==> src/rtl/instruction_fetch.sv <==
// MIPS32 fetch stage: owns the fetch PC and IF/ID register, talks to instruction
// memory over a req/ready handshake and keeps a one-entry buffer for decode stalls.
module instruction_fetch #(
  parameter logic [31:0] RESET_PC = 32'h0000_0000
) (
  input  logic        clk,
  input  logic        rst_n,
  input  logic        stallD,
  input  logic        pcSrcD,
  input  logic        jump,
  input  logic        clearD,
  input  logic [31:0] pcBranchD,
  output logic        imemReq,
  output logic [31:0] imemAddr,
  input  logic        imemReady,
  input  logic [31:0] imemRdata,
  output logic [31:0] instrD,
  output logic [31:0] pcPlus4D,
  output logic        validD
);

  typedef enum logic [1:0] {
    S_IDLE    = 2'd0,
    S_FETCH   = 2'd1,
    S_HOLD    = 2'd2,
    S_DISCARD = 2'd3
  } state_e;

  state_e      state_q, state_d;
  logic [31:0] addr_q, addr_d;
  logic [31:0] pend_pc_q, pend_pc_d;
  logic [31:0] buf_instr_q, buf_instr_d;
  logic [31:0] buf_pc4_q, buf_pc4_d;
  logic [31:0] instr_q, instr_d;
  logic [31:0] pc4_q, pc4_d;
  logic        valid_q, valid_d;

  logic        req;
  logic        accept;
  logic        redirect;
  logic        flush;
  logic [31:0] addr_plus4;
  logic [31:0] target;

  assign req        = (state_q == S_FETCH) || (state_q == S_DISCARD);
  assign accept     = req & imemReady;
  assign redirect   = (pcSrcD | jump) & valid_q & ~stallD;
  assign flush      = clearD & valid_q & ~stallD;
  assign addr_plus4 = addr_q + 32'd4;
  // Jump target is formed from the instruction sitting in decode, not the fetch PC.
  assign target     = pcSrcD ? pcBranchD : {pc4_q[31:28], instr_q[25:0], 2'b00};

  always_comb begin
    // NOTE: every variable gets its hold value first so no path can infer a latch.
    state_d     = state_q;
    addr_d      = addr_q;
    pend_pc_d   = pend_pc_q;
    buf_instr_d = buf_instr_q;
    buf_pc4_d   = buf_pc4_q;
    instr_d     = instr_q;
    pc4_d       = pc4_q;
    valid_d     = valid_q;

    unique case (state_q)
      S_IDLE: begin
        if (!stallD) begin
          instr_d = '0;
          pc4_d   = '0;
          valid_d = 1'b0;
        end
        state_d = S_FETCH;
      end

      S_FETCH: begin
        if (redirect) begin
          if (accept) begin
            addr_d = target;
          end else begin
            pend_pc_d = target;
            state_d   = S_DISCARD;
          end
        end else if (accept) begin
          addr_d = addr_plus4;
          if (stallD) begin
            buf_instr_d = imemRdata;
            buf_pc4_d   = addr_plus4;
            state_d     = S_HOLD;
          end else begin
            instr_d = imemRdata;
            pc4_d   = addr_plus4;
            valid_d = 1'b1;
          end
        end else if (!stallD) begin
          instr_d = '0;
          pc4_d   = '0;
          valid_d = 1'b0;
        end
      end

      S_HOLD: begin
        if (!stallD) begin
          state_d = S_FETCH;
          if (redirect) begin
            addr_d = target;
          end else begin
            instr_d = buf_instr_q;
            pc4_d   = buf_pc4_q;
            valid_d = 1'b1;
          end
        end
      end

      S_DISCARD: begin
        if (!stallD) begin
          instr_d = '0;
          pc4_d   = '0;
          valid_d = 1'b0;
        end
        if (accept) begin
          addr_d  = pend_pc_q;
          state_d = S_FETCH;
        end
      end

      default: state_d = S_IDLE;
    endcase

    // The instruction being redirected away from must never reach execute.
    if (flush) begin
      instr_d = '0;
      pc4_d   = '0;
      valid_d = 1'b0;
    end
  end

  always_ff @(posedge clk or negedge rst_n) begin
    if (!rst_n) begin
      // NOTE: the buffer and pending PC are reset too, so nothing from an aborted
      // request can leak out after reset even though valid bits guard them.
      state_q     <= S_IDLE;
      addr_q      <= RESET_PC;
      pend_pc_q   <= '0;
      buf_instr_q <= '0;
      buf_pc4_q   <= '0;
      instr_q     <= '0;
      pc4_q       <= '0;
      valid_q     <= 1'b0;
    end else begin
      // NOTE: non-blocking assignments so every register samples pre-edge values.
      state_q     <= state_d;
      addr_q      <= addr_d;
      pend_pc_q   <= pend_pc_d;
      buf_instr_q <= buf_instr_d;
      buf_pc4_q   <= buf_pc4_d;
      instr_q     <= instr_d;
      pc4_q       <= pc4_d;
      valid_q     <= valid_d;
    end
  end

  assign imemReq  = req;
  assign imemAddr = addr_q;
  assign instrD   = instr_q;
  assign pcPlus4D = pc4_q;
  assign validD   = valid_q;

endmodule

==> config.mk <==
export PLATFORM = sky130hd
export DESIGN_NAME = instruction_fetch
export DESIGN_NICKNAME = d
export VERILOG_FILES = /design/src/rtl/instruction_fetch.sv
export SDC_FILE = /design/constraint.sdc
export NUM_CORES = 1
export LEC_CHECK = 0
export BUFFER_PORTS_ARGS = -buffer_cell sky130_fd_sc_hd__buf_2
export CORE_MARGIN = 2
export CORE_UTILIZATION = 35
export CTS_BUF_LIST = sky130_fd_sc_hd__clkbuf_4 sky130_fd_sc_hd__clkbuf_8
export DETAILED_ROUTE_END_ITERATION = 8
export GPL_ROUTABILITY_DRIVEN = 0
export MAX_ROUTING_LAYER = met4
export SLEW_MARGIN = 20
export SYNTH_ARGS = -nofsm -noshare
export SYNTH_HDL_FRONTEND = slang
export SYNTH_SLANG_ARGS = --single-unit
export TNS_END_PERCENT = 1
==> constraint.sdc <==
create_clock -name clk -period 2.5 [get_ports clk]
set_input_delay 0.25 -clock clk [delete_from_list [all_inputs] [get_ports clk]]
set_output_delay 0.25 -clock clk [all_outputs]
set_load 0.02 [all_outputs]
# Word level (Yosys, flattened, before mapping)
# Index checks and enable logic that the tools add are counted.
[op_classes]
n_addsub = 1
n_mul = 0
div_mod_pow = 0
n_lt_le_gt_ge = 0
eq_ne = 14
n_shift = 0
muxes = 39
n_bitwise = 9
reduce_logical = 9
[op_table]
columns = ["cell", "n"]
rows = [
  ["32-bit 2-to-1 mux", 21],
  ["32-bit case mux with 3 select lines", 3],
  ["32-bit by 3-bit adder with 32-bit output, second input constant", 1],
  ["3-bit inequality test, second input constant", 6],
  ["2-bit 2-to-1 mux", 6],
  ["5-bit AND reduction", 2],
  ["2-bit inequality test, second input constant", 4],
  ["2-bit case mux with 4 select lines", 1],
  ["4-bit AND reduction", 2],
  ["1-bit 2-to-1 mux", 7],
  ["1-bit bitwise AND", 5],
  ["2-bit == test, second input constant", 2],
  ["4-bit inequality test, second input constant", 1],
  ["1-bit NOT", 3],
  ["1-bit case mux with 3 select lines", 1],
  ["3-bit AND reduction", 1],
  ["3-bit nonzero test", 1],
  ["2-bit by 1-bit == test with 1-bit output, second input constant", 1],
  ["2-bit zero test", 1],
  ["2-bit OR reduction", 1],
  ["1-bit logical OR", 1],
  ["1-bit OR", 1],
]
[word_totals]
reg_bits = 195
latch_bits = 0
mem_bits_rw = 0
mem_bits_ro = 0
out_inout_bits = 98
word_cells = 80
n_memories = 0

# Depth between registers and ports, before layout
[logic_depth]
ltp_word = 7
depth_mapped = 10
mapped_depth_nobuf = 7

# Worst setup path after synthesis
# Ideal clock, no wire load.
[synth_timing]
kind = "reg-to-reg"
start = "reg addr_q[2] (netlist: imemAddr[2])"
end = "reg pc4_q[16] (netlist: pcPlus4D[16])"
t_arrival_ns = 1.991
path_slack_ns = 0.383
path_stages_with_launch = 8
n_path_buf = 1
cell_sequence = "dfrtp_1 -> ha_1 -> clkbuf_1 -> nand3_2 -> nor4_2 -> xnor2_1 -> nor2_1 -> a221o_1"
[synth_between]
elab_chain_len = 6
[synth_lines]
columns = ["item", "line", "source"]
rows = [
  ["start: declaration", "30", "logic [31:0] addr_q, addr_d;"],
  ["start signal: assignment", "151", "addr_q <= addr_d;"],
  ["32-bit by 3-bit adder with 32-bit output", "49", "assign addr_plus4 = addr_q + 32'd4;"],
  ["32-bit 2-to-1 mux", "84", "if (stallD) begin"],
  ["32-bit 2-to-1 mux", "82", "end else if (accept) begin"],
  ["32-bit 2-to-1 mux", "75", "if (redirect) begin"],
  ["32-bit case mux with 3 select lines", "64", "unique case (state_q)"],
  ["32-bit 2-to-1 mux", "129", "if (flush) begin"],
  ["end signal: assignment", "156", "pc4_q <= pc4_d;"],
  ["end: declaration", "35", "logic [31:0] pc4_q, pc4_d;"],
]
# Every way passes these cells. The select of a mux whose other input is x is not followed.
# A chain may end at the register's enable or synchronous reset.

# Worst setup path in the final report
[layout_timing]
start = "reg addr_q[3] (netlist: imemAddr[3])"
end = "reg pc4_q[16] (netlist: pcPlus4D[16])"
# The elaborated chain is that of the path after synthesis.

==> run metrics <==
dominant cell type by area after synthesis dfrtp_1; Netlist cell types between 60 and 70; startpoint type of the worst setup path flop; Hold WC Path Type in -> reg; largest family of logic cells by synthesized area compound AO/OA/AOI/OAI gates; Detailed Routing Iterations Pass 1 5; final core occ 0.4340; RR Startpoint imemAddr[3]; post-synth top area share 0.4893; Via Count about 8,400; buffers added on ports between 150 and 200; nets@finish approximately 1,200; Synth Area in Adders 0.005018; DP HPWL a little over 20 mm; Area contributors post-synth dfrtp_1 (49%), o21ai_0 (6.4%), mux2_2 (6.0%), a22oi_1 (4.4%), nand2_1 (4.0%); reg2reg path depth 6; post-synthesis simple-gate area fraction 0.1352; f_max 0.4318 GHz; min-delay src pcBranchD[1]; Critical R2R Capture pcPlus4D[16]; WP data arrival roughly 2.7 ns; register area share after synthesis 0.4893; critical path's top delay family simple AND/OR/NAND/NOR gates; initial core utilization 0.3570; min Tclk post-route roughly 2.3 ns; ANT nets after route 0; num rows 61; Max Slew Vio Count 0; CP bufs+invs 0; WHS Endpoint pend_pc_q[1]; WL/cell approximately 18 um; die area 29,860 um^2; 1st-iter DRT viols 574; Worst-Margin Slew approximately 0.63 ns; CTS Root Cell clkbuf_8; hold slack approximately 0.053 ns; final setup violation count 0; share of cells above drive strength 1 0.2696; status finished clean; TritonCTS clock tree built; Yosys reg bits a little under 200; hold depth 3; Worst Skew roughly 0.02 ns; Via-to-Cell Ratio approximately 5.4; largest net degree at the start of global routing about 70; post-CTS setup buffers 0; Max FO, Critical Path 8; non-filler cells, final 1,566; final hold vios 0; leakage power roughly 5.4 nW; Syn Nets between 1,000 and 1,500; Worst-Skew Late Latency approximately 0.48 ns; unrepaired setup endpoints after global routing false; vias in the first global route between 8,000 and 9,000; worst stage delay on the critical path about 0.5 ns; core area ~28,000 um^2; CP Class reg -> reg; CP endpoint kind flop; Mean Syn Cell Area about 9.9 um^2; most instantiated library cell after synthesis dfrtp_1; slowest stage cell on the critical path nor4_2; H-tree depth 4; Die X 172.8 um; Mapped Area approximately 10000 um^2; Clock Pin Slew Worst Setup and Hold Paths 0.11 ns; total wire length about 29 mm; Synth-to-Final Area Change 21.57%; Post-synth top flop dfrtp_1; first-pass GRT wire length between 40 and 50 mm; DRC viols 0; Compound-Gate Fraction of Synth Area 0.2212; Worst VDD drop slightly above 700 uV; total track usage 0.2002; multiplexer share of the synthesized area 0.08493; Synth Area in XOR/XNOR 0.02183; headroom to the max-slew limit 0.5797; synth cell count leaders dfrtp_1 (195), o21ai_0 (127), nand2_1 (106); cells after synthesis ~1,000; R2R setup slack roughly 0.18 ns; Longest Clk Path Bufs 2; synth warn 0; grt ovf 0; period utilization 0.9264; worst-path cell chain ha_1, nand3_2, nor4_2, xnor2_1, nor2_1, a221o_1; design area about 12,000 um^2; Async S/R FF share, synth 1.000; # placed instances 1,500; initial antenna violation count 1; clock buffers created by TritonCTS 17; Cell Area, Placed approximately 11,000 um^2; number of synthesized flops with an enable pin 0; CP required 2.87 ns; # IOs between 150 and 200; clk sinks roughly 200; Final TNS setup 0 ns; Die Y between 150 and 200 um; Max Cap Viol 0; pwr/cell area about 1200 nW/um^2
## worst reg2reg max path, cell delays in order, from the launching register on
cell and delay (ns):
dfrtp_1 0.49, ha_1 0.40, nand3_2 0.24, nor4_2 0.50, xnor2_1 0.26, nor2_1 0.07
a221o_1 0.26
## logic make-up after synthesis
| kind of cell | after synthesis |
|---|---|
| flops | 195 |
| simple gates | 255 |
| xor+xnor | 24 |
| compound gates | 349 |
| mux | 78 |
| buf+inv | 100 |
| fa+ha+maj | 4 |
## per-stage QoR
step	setup WS [ns]	total power, mW
floorplan	0.3828	10.23
global placement	0.2852	12.79
detailed placement	0.2451	12.92
CTS	0.2273	15.09
global route	0.09318	16.14
finish	0.1840	15.00
## placed cells by master, fill, tap and decap left out, types with 8 or more instances in the layout
cell type	instances
nor3_1	8
a21oi_1	63
inv_1	17
nor2_1	70
buf_4	20
nand2_1	105
o21ai_0	127
buf_12	12
mux2_2	53
and3_1	10
dfrtp_1	195
a22oi_1	59
buf_2	167
dlygate4sd3_1	33
a221oi_1	9
nand3_1	15
clkbuf_8	18
mux2i_1	25
o211ai_1	10
o2bb2ai_1	11
xnor2_1	22
## final cells by class
class                      instances  area (um^2)
clock buffer                      17        234.0
multi-input combinational        710         4718
fill                            2762        15810
antenna                            1        2.502
timing repair buffer             233         1570
sequential                       195         4880
tap                              378        473.0
clock inverter                    15        182.7
inverter                          17        63.81
## per-layer routing
metal / share of wire / wire [um] / up-vias / track usage
met3: 0.049 / 1410 / 39 / 0.03166
met1: 0.47 / 13670 / 4101 / 0.2760
met5: 0 / 0 / - / -
met2: 0.45 / 13040 / 242 / 0.3023
met4: 0.025 / 718 / 0 / 0.06391
li1: - / - / 4013 / -
## state kept, by name, summed over array words and instances (netlist names)
| name | flops |
|---|---|
| imemAddr | 32 |
| buf_pc4_q | 32 |
| buf_instr_q | 32 |
| pcPlus4D | 32 |
| validD | 1 |
| state_q | 2 |
| pend_pc_q | 32 |
| instrD | 32 |
## worst max-delay path by stage
stage	slack, ns	endpoint	cells after the start	start
final	0.18	pcPlus4D[16]	6	imemAddr[3]
after global routing	0.09	pend_pc_q[20]	8	state_q[1]
after global placement	0.29	pcPlus4D[31]	5	imemAddr[19]
after CTS	0.23	pcPlus4D[31]	5	imemAddr[19]
after detailed placement	0.25	pcPlus4D[31]	5	imemAddr[19]
after floorplan	0.38	pcPlus4D[16]	7	imemAddr[2]
## report_power, final
part,internal (mW),switching [mW]
Sequential,4.52,1.15
Clock,0.772,1.34
Combinational,2.79,4.43
Total,8.08,6.92
## timing repair
| item | 4_1_cts | 5_1_grt |
|---|---|---|
| hold endpoints to repair | 65 | 0 |
| setup endpoints to repair | 0 | 1 |
| gates resized for setup | 0 | 1 |
| hold buffers | 33 | 0 |
Note: power is estimated with default switching activity, not from simulation.
